File: src/rtl/blinky_pkg.sv
// Shared types and 50 MHz timing defaults for the push-button / LED counter slice.
package blinky_pkg;

  typedef enum logic [2:0] {
    IDLE,
    DB_PRESS,
    HELD,
    REPEAT,
    DB_RELEASE
  } btn_state_e;

  localparam int unsigned DEBOUNCE_CYCLES_50M = 1_000_000;   // 20 ms
  localparam int unsigned HOLD_CYCLES_50M     = 25_000_000;  // 0.5 s
  localparam int unsigned REPEAT_CYCLES_50M   = 5_000_000;   // 0.1 s
  localparam int unsigned BTN_CNT_W           = 25;

endpackage

File: src/rtl/sync_2ff.sv
// Generic two-flop synchronizer for asynchronous inputs; reset value is a parameter
// so idle-high inputs (active-low buttons) do not fake an event out of reset.
module sync_2ff #(
  parameter int unsigned    W       = 1,
  parameter logic [W-1:0]   RST_VAL = '0
) (
  input  logic         clk,
  input  logic         rst,
  input  logic [W-1:0] d,
  output logic [W-1:0] q
);

  logic [W-1:0] meta;

  always_ff @(posedge clk or posedge rst) begin
    if (rst) begin
      meta <= RST_VAL;
      q    <= RST_VAL;
    end else begin
      meta <= d;
      q    <= meta;
    end
  end

endmodule

File: src/rtl/button_conditioner.sv
// Debounces the raw active-low button into pressed level, press/repeat/release pulses and step.
// Define BUTTON_COND_ACCEL_EN to make auto-repeat speed up while the button stays held.
module button_conditioner
  import blinky_pkg::*;
#(
  parameter int unsigned DEBOUNCE_CYCLES = DEBOUNCE_CYCLES_50M,
  parameter int unsigned HOLD_CYCLES     = HOLD_CYCLES_50M,
  parameter int unsigned REPEAT_CYCLES   = REPEAT_CYCLES_50M,
  parameter int unsigned CNT_W           = BTN_CNT_W
) (
  input  logic clk_50mhz,
  input  logic reset,
  input  logic button,
  output logic pressed,
  output logic press_pulse,
  output logic repeat_pulse,
  output logic release_pulse,
  output logic step
);

  localparam logic [CNT_W-1:0] DB_LAST   = CNT_W'(DEBOUNCE_CYCLES - 1);
  localparam logic [CNT_W-1:0] HOLD_LAST = CNT_W'(HOLD_CYCLES - 1);

  logic             button_sync;
  logic             btn_s;
  btn_state_e       state_q;
  logic [CNT_W-1:0] timer_q;
  logic             rep_last;

  sync_2ff #(
    .W       (1),
    .RST_VAL (1'b1)
  ) u_sync (
    .clk (clk_50mhz),
    .rst (reset),
    .d   (button),
    .q   (button_sync)
  );

  assign btn_s = ~button_sync;

`ifdef BUTTON_COND_ACCEL_EN
  // Period halves every 8 repeats, never dropping below an eighth of the base period.
  localparam logic [CNT_W-1:0] PER_BASE  = CNT_W'(REPEAT_CYCLES);
  localparam logic [CNT_W-1:0] PER_FLOOR = (REPEAT_CYCLES / 8 > 0) ? CNT_W'(REPEAT_CYCLES / 8)
                                                                   : CNT_W'(1);
  logic [CNT_W-1:0] per_q;
  logic [CNT_W-1:0] per_half;
  logic [CNT_W-1:0] per_next;
  logic [2:0]       rep_cnt_q;

  assign per_half = per_q >> 1;
  assign per_next = (per_half < PER_FLOOR) ? PER_FLOOR : per_half;
  assign rep_last = (timer_q == per_q - CNT_W'(1));
`else
  localparam logic [CNT_W-1:0] REP_LAST = CNT_W'(REPEAT_CYCLES - 1);
  assign rep_last = (timer_q == REP_LAST);
`endif

  always_ff @(posedge clk_50mhz or posedge reset) begin
    if (reset) begin
      state_q       <= IDLE;
      timer_q       <= '0;
      pressed       <= 1'b0;
      press_pulse   <= 1'b0;
      repeat_pulse  <= 1'b0;
      release_pulse <= 1'b0;
      step          <= 1'b0;
`ifdef BUTTON_COND_ACCEL_EN
      per_q         <= PER_BASE;
      rep_cnt_q     <= '0;
`endif
    end else begin
      press_pulse   <= 1'b0;
      repeat_pulse  <= 1'b0;
      release_pulse <= 1'b0;
      step          <= 1'b0;
      timer_q       <= timer_q + 1'b1;
      case (state_q)
        IDLE: begin
          timer_q <= '0;
          if (btn_s) state_q <= DB_PRESS;
        end
        DB_PRESS: begin
          if (!btn_s) begin
            state_q <= IDLE;
            timer_q <= '0;
          end else if (timer_q == DB_LAST) begin
            state_q     <= HELD;
            timer_q     <= '0;
            pressed     <= 1'b1;
            press_pulse <= 1'b1;
            step        <= 1'b1;
          end
        end
        HELD: begin
          if (!btn_s) begin
            state_q <= DB_RELEASE;
            timer_q <= '0;
          end else if (timer_q == HOLD_LAST) begin
            state_q      <= REPEAT;
            timer_q      <= '0;
            repeat_pulse <= 1'b1;
            step         <= 1'b1;
`ifdef BUTTON_COND_ACCEL_EN
            per_q        <= PER_BASE;
            rep_cnt_q    <= '0;
`endif
          end
        end
        REPEAT: begin
          // Release is checked first so a fall on the terminal count suppresses the repeat.
          if (!btn_s) begin
            state_q <= DB_RELEASE;
            timer_q <= '0;
          end else if (rep_last) begin
            timer_q      <= '0;
            repeat_pulse <= 1'b1;
            step         <= 1'b1;
`ifdef BUTTON_COND_ACCEL_EN
            rep_cnt_q    <= rep_cnt_q + 3'd1;
            if (rep_cnt_q == 3'd7) per_q <= per_next;
`endif
          end
        end
        DB_RELEASE: begin
          if (btn_s) begin
            state_q <= HELD;
            timer_q <= '0;
          end else if (timer_q == DB_LAST) begin
            state_q       <= IDLE;
            timer_q       <= '0;
            pressed       <= 1'b0;
            release_pulse <= 1'b1;
          end
        end
        default: begin
          state_q <= IDLE;
          timer_q <= '0;
          pressed <= 1'b0;
        end
      endcase
    end
  end

endmodule

File: config.mk
export PLATFORM = sky130hd
export DESIGN_NAME = button_conditioner
export DESIGN_NICKNAME = d
export VERILOG_FILES = /design/src/rtl/blinky_pkg.sv /design/src/rtl/sync_2ff.sv /design/src/rtl/button_conditioner.sv
export SDC_FILE = /design/constraint.sdc
export NUM_CORES = 1
export LEC_CHECK = 0
export CAP_MARGIN = 20
export CORE_MARGIN = 2
export CORE_UTILIZATION = 55
export CTS_CLUSTER_DIAMETER = 120
export DETAILED_ROUTE_END_ITERATION = 10
export PLACE_DENSITY = 0.73
export SLEW_MARGIN = 20
export SYNTH_ARGS = -nofsm -noshare
export SYNTH_HDL_FRONTEND = slang
export SYNTH_SLANG_ARGS = --single-unit
File: constraint.sdc
create_clock -name clk_50mhz -period 2.64 [get_ports clk_50mhz]
set_clock_uncertainty 0.05 [all_clocks]
set_input_delay 0.396 -clock clk_50mhz [delete_from_list [all_inputs] [get_ports clk_50mhz]]
set_output_delay 0.396 -clock clk_50mhz [all_outputs]
set_load 0.05 [all_outputs]
# Word level (Yosys, flattened, before mapping)
# Index checks and enable logic that the tools add are counted.
# word_totals
word_cells	64
inputBits	3
output_inout_bits	5
reg_bits	35
# op_classes
n_mux	33
add_sub_neg	1
bitwise	1
reduce_logical	4
n_eq_ne	16
# ops
operator	count
25-bit 2-to-1 mux	7
25-bit case mux with 4 select lines	1
25-bit by 1-bit adder with 25-bit output, second input constant	1
25-bit by 20-bit == test with 1-bit output, second input constant	1
25-bit by 23-bit == test with 1-bit output, second input constant	1
25-bit == test, second input constant	1
3-bit 2-to-1 mux	8
3-bit case mux with 5 select lines	1
1-bit 2-to-1 mux	13
5-bit AND reduction	2
2-bit inequality test, second input constant	4
3-bit by 2-bit == test with 1-bit output, second input constant	2
3-bit by 2-bit inequality test with 1-bit output, second input constant	2
1-bit case mux with 3 select lines	2
2-bit by 1-bit inequality test with 1-bit output, second input constant	2
3-bit by 1-bit == test with 1-bit output, second input constant	1
3-bit == test, second input constant	1
3-bit logical NOT	1
3-bit inequality test, second input constant	1
3-bit OR reduction	1
1-bit case mux with 2 select lines	1
1-bit NOT	1

# Longest topological paths before layout
# logic_depth
word_depth	4
ltp_mapped	7
mapped_depth_nobuf	5

# By module
# Synthesis repeated with hierarchy kept, for this count alone.
# hier_totals
cells_unflattened	177
hier_area_um2	1760.4
# modules_own_cells
mod	n_inst	seq_area_each_um2	cells_each	area_per_inst_um2
button_conditioner	1	825.8	174	1704.1
sync_2ff	1	52.6	3	56.3

# Worst setup path before layout
# No wires, ideal clock.
# synth_path
kind	reg2reg
from	register timer_q[6]
to	register timer_q[11]
setup_time_ns	0.123
period_less_slack_ns	2.139
slack_ns	0.501
required_ns	2.467
stages_incl_launch_ff	7
arrival_time_ns	1.966
path_buffers	1
path_cell_list	dfrtp_1 -> or4b_4 -> nor4_1 -> a31oi_1 -> a32oi_4 -> buf_8 -> a21oi_2
# synth_via
elab_chain_cells	4
word_cells_on_any_way	12
cone_classes	add/sub (1); eq/ne (3); mux (8)
# synth_lines
element	line	rtl
start: declaration	button_conditioner.sv:27	logic [CNT_W-1:0] timer_q;
start signal: assignment	button_conditioner.sv:78	timer_q <= timer_q + 1'b1;
25-bit by 1-bit adder with 25-bit output (tied with other cells)	button_conditioner.sv:78	
25-bit 2-to-1 mux, on equally long branches (2 in a row)	n/a	
25-bit case mux with 4 select lines *	button_conditioner.sv:79	case (state_q)
# Mark *: on every way between the ends. The rest lies on a longest branch, timed or not.
# A chain may end at the register's enable or synchronous reset.

# Final worst setup path
# layout_path
from	register timer_q[8]
to	register timer_q[1]
# layout_via
elab_chain_cells	4
word_cells_on_any_way	11
cone_classes	eq/ne (3); mux (8)
# layout_lines
element	line
25-bit by 20-bit == test with 1-bit output (tied with other cells)	button_conditioner.sv:88, button_conditioner.sv:130
25-bit 2-to-1 mux, on equally long branches (2 in a row)	n/a
25-bit case mux with 4 select lines *	button_conditioner.sv:79
# Marked as above.

==> impl_results.md <==
* Number of flip-flops and latches in the synthesized netlist at 35
* Final antenna-violating net count at 0
* Max Fclk at 431 MHz
* Final net count at 196
* Max stage delay cell, worst path: sky130_fd_sc_hd__or4b_4
* Count of hold-fix buffers inserted at cts at 0
* Share of cells above drive strength 1 at 0.171
* DRC viols at 0
* Worst Slack Setup Final at 0.318 ns
* Die height at 63.0 um
* CTS Root Cell: sky130_fd_sc_hd__clkbuf_4
* Number of clock sinks seen by CTS at 35
* Final period util at 0.880
* Global-route track usage on met3 at 0.0324
* Core Footprint at 0.00334 mm^2
* Vias post-DR at 1433
* Area growth from synthesis to layout at 8.89%
* Largest cells by area after synthesis: sky130_fd_sc_hd__dfrtp_1, sky130_fd_sc_hd__xnor2_1, sky130_fd_sc_hd__a21oi_2
* Leakage component of the power at 0.776 nW
* TritonCTS Buffers at 5
* Synthesized instance count at 183
* Post-layout min period at 2.32 ns
* Crit path arrival time at 2.49 ns
* Antenna violations before repair at 0
* Path category of the worst min-delay check: reg2reg
* Total Negative Setup Slacks at 0 ns
* Number of port buffers at 7
* Leading area contributor after synthesis: sky130_fd_sc_hd__dfrtp_1
* DP Worst Slack at 0.337 ns
* Latest clock arrival within the worst-skew pair at 0.34 ns
* Reg clk slew, reported paths at 0.10 ns
* Pre-antenna DRT Iters at 4
* Type of element capturing the critical path: register
* Top fanout value on the critical path at 25
* Data required time at the worst endpoint at 2.81 ns
* Count of buffering cells on the critical path with inverters included at 1
* Number of global-route vias before repair at 1424
* Most crowded layer after global routing: met2
* Slew @ Worst Pin at 0.504 ns
* I/O pin count at 8
* Met1 Resource Use GR at 0.275
* Cell row count at 21
* Power per unit of standard cell area at 410 mW/mm^2
* Vias per inst at 6.00
* Antenna diodes at 0
* Commonest cells after routing, fill and taps aside: sky130_fd_sc_hd__dfrtp_1, sky130_fd_sc_hd__xnor2_1, sky130_fd_sc_hd__a21oi_1
* Area fraction of the dominant cell type after synthesis at 0.432
* Worst IR drop on VDD at 0.290 mV
* Number of H-tree levels at 2
* Setup violation total in the final timing report at 0
* Die X-Extent at 63.0 um
* Run status: completed
* Synthesized area at 0.00191 mm^2
* Routed wire length at 3.80 mm
* Total nets after synthesis at 187
* Crit Path Class: reg2reg
* Initial core utilization at 0.573
* Clock tree from TritonCTS: yes
* Leftover overflow at the end of global routing at 0
* Family with the most delay on the worst path: simple AND/OR/NAND/NOR gates
* Mean Syn Cell Area at 10.5 um^2
* First-pass GRT wire length at 6.64 mm
* Hold violation count in the final report at 0
* Most common library cell in the layout ignoring fill and taps: sky130_fd_sc_hd__dfrtp_1
* Maximum capacitance violations at 0
* Starting DRT DRC Count at 75
* Drt wl/cell at 15.9 um
* HPWL after detailed placement at 2.62 mm
* Type of origin of the critical path: register
* Met2 layer usage reported by global route at 0.359
* Count of buffers added by post-CTS timing repair for setup at 0
* Sequential element share of the synthesized area at 0.459
* Overall fraction of global-route tracks in use at 0.213
* Largest stage delay, worst path at 0.58 ns
* Count of unique library cells instantiated by Yosys at 45
* Ys Warns at 0
* Worst-path cell chain: or4b_4, nor4_1, a31oi_1, a32oi_4, buf_12, a21boi_0
* Count of cells resized by post-cts repair at 0
* Normalized max-slew margin at 0.663
* GPL Wtd Cong at 0.796
* Die outline area at 0.00397 mm^2
* Max Buffers Root-to-Sink at 2
* Final number of max-transition violations at 0
* Pin count of the biggest net entering global routing at 36
* Setup repair after global routing missed its margin: no
-- cell families (layout without fill, tap and decap cells) --
| family | Yosys count | after routing | synth area share |
|---|---|---|---|
| AO/OA/AOI/OAI | 35 | 35 | 0.142 |
| XOR/XNOR | 23 | 23 | 0.105 |
| adder cells (fa/ha/maj) | 1 | 1 | 0.00654 |
| buffers and inverters | 13 | 23 | 0.0379 |
| flip-flops | 35 | 35 | 0.459 |
| multiplexers | 2 | 2 | 0.0118 |
| AND/OR/NAND/NOR | 74 | 74 | 0.237 |
-- routing by layer --
layer,wire [um],part of all wire
met5,0,0
met4,53,0.014
met3,118,0.031
met2,1910,0.50
met1,1710,0.45
-- cell usage after synthesis (all sizes together) --
library cell   n
dfrtp         33
a21oi         24
xnor2         16
nor2          10
nand2          9
nand3          9
nand4          8
nor3           7
nor4           7
xor2           7
and3           5
inv            5
buf            4
clkbuf         4
and2           3
nand2b         3
or4b           3
a21boi         2
a31oi          2
and4           2
dfstp          2
mux2           2
a22oi          1
a32oi          1
and2b          1
and4b          1
ha             1
nand3b         1
nand4bb        1
nor3b          1
nor4b          1
o211ai         1
o21a           1
o21ai          1
o21ba          1
o32ai          1
or2            1
or3b           1
-- state kept, by name, indices dropped and copies added (netlist names) --
| signal | count |
|---|---|
| u_sync.meta | 1 |
| repeat_pulse | 1 |
| press_pulse | 1 |
| u_sync.q | 1 |
| release_pulse | 1 |
| step | 1 |
| timer_q | 25 |
| state_q | 3 |
| pressed | 1 |
-- worst register-to-register path, cell delays in order, from the launching register on --
cell,delay (ns)
sky130_fd_sc_hd__dfrtp_1,0.43
sky130_fd_sc_hd__or4b_4,0.58
sky130_fd_sc_hd__nor4_1,0.39
sky130_fd_sc_hd__a31oi_1,0.20
sky130_fd_sc_hd__a32oi_4,0.23
sky130_fd_sc_hd__buf_12,0.21
sky130_fd_sc_hd__a21boi_0,0.11
-- path summary, 6_finish.rpt --
path | start | end | slack (ns) | depth (start not counted)
max | timer_q[8]$_DFF_PP0_ | timer_q[1]$_DFF_PP0_ | 0.32 | 6
min | u_sync.meta$_DFF_PP1_ | u_sync.q$_DFF_PP1_ | 0.31 | 0
max reg2reg | timer_q[8]$_DFF_PP0_ | timer_q[1]$_DFF_PP0_ | 0.32 | 6
min reg2reg | u_sync.meta$_DFF_PP1_ | u_sync.q$_DFF_PP1_ | 0.31 | 0
max in group asynchronous | reset | u_sync.meta$_DFF_PP1_ | 1.80 | 3
min in group asynchronous | reset | state_q[0]$_DFFE_PP0P_ | 0.40 | 3
-- cell type report --
class,instances,area [um^2]
Timing Repair Buffer,10,118
Sequential cell,35,878
Fill cell,286,1250
Tap cell,46,57.6
Clock buffer,8,48.8
Inverter,5,18.8
Multi-Input combinational cell,135,962
-- report_power, final --
part	internal (mW)	switching (mW)
clock	0.106	0.165
sequential	0.541	0.00670
combinational	0.0122	0.0225
total	0.659	0.194
-- metrics by stage --
| step | power (mW) | hold slack, ns | instances | instance area (um^2) | util |
|---|---|---|---|---|---|
| floorplan | 0.580 | 0.295 | 183 | 1910 | - |
| global placement | 0.592 | 0.299 | 231 | 2030 | 0.610 |
| detailed placement | 0.594 | 0.299 | 231 | 2030 | 0.610 |
| CTS | 0.865 | 0.312 | 239 | 2080 | 0.624 |
| global route | 0.893 | 0.320 | 239 | 2080 | 0.624 |
| finish | 0.853 | 0.310 | 239 | 2080 | 0.624 |
Power figures use the tool's default switching activity.
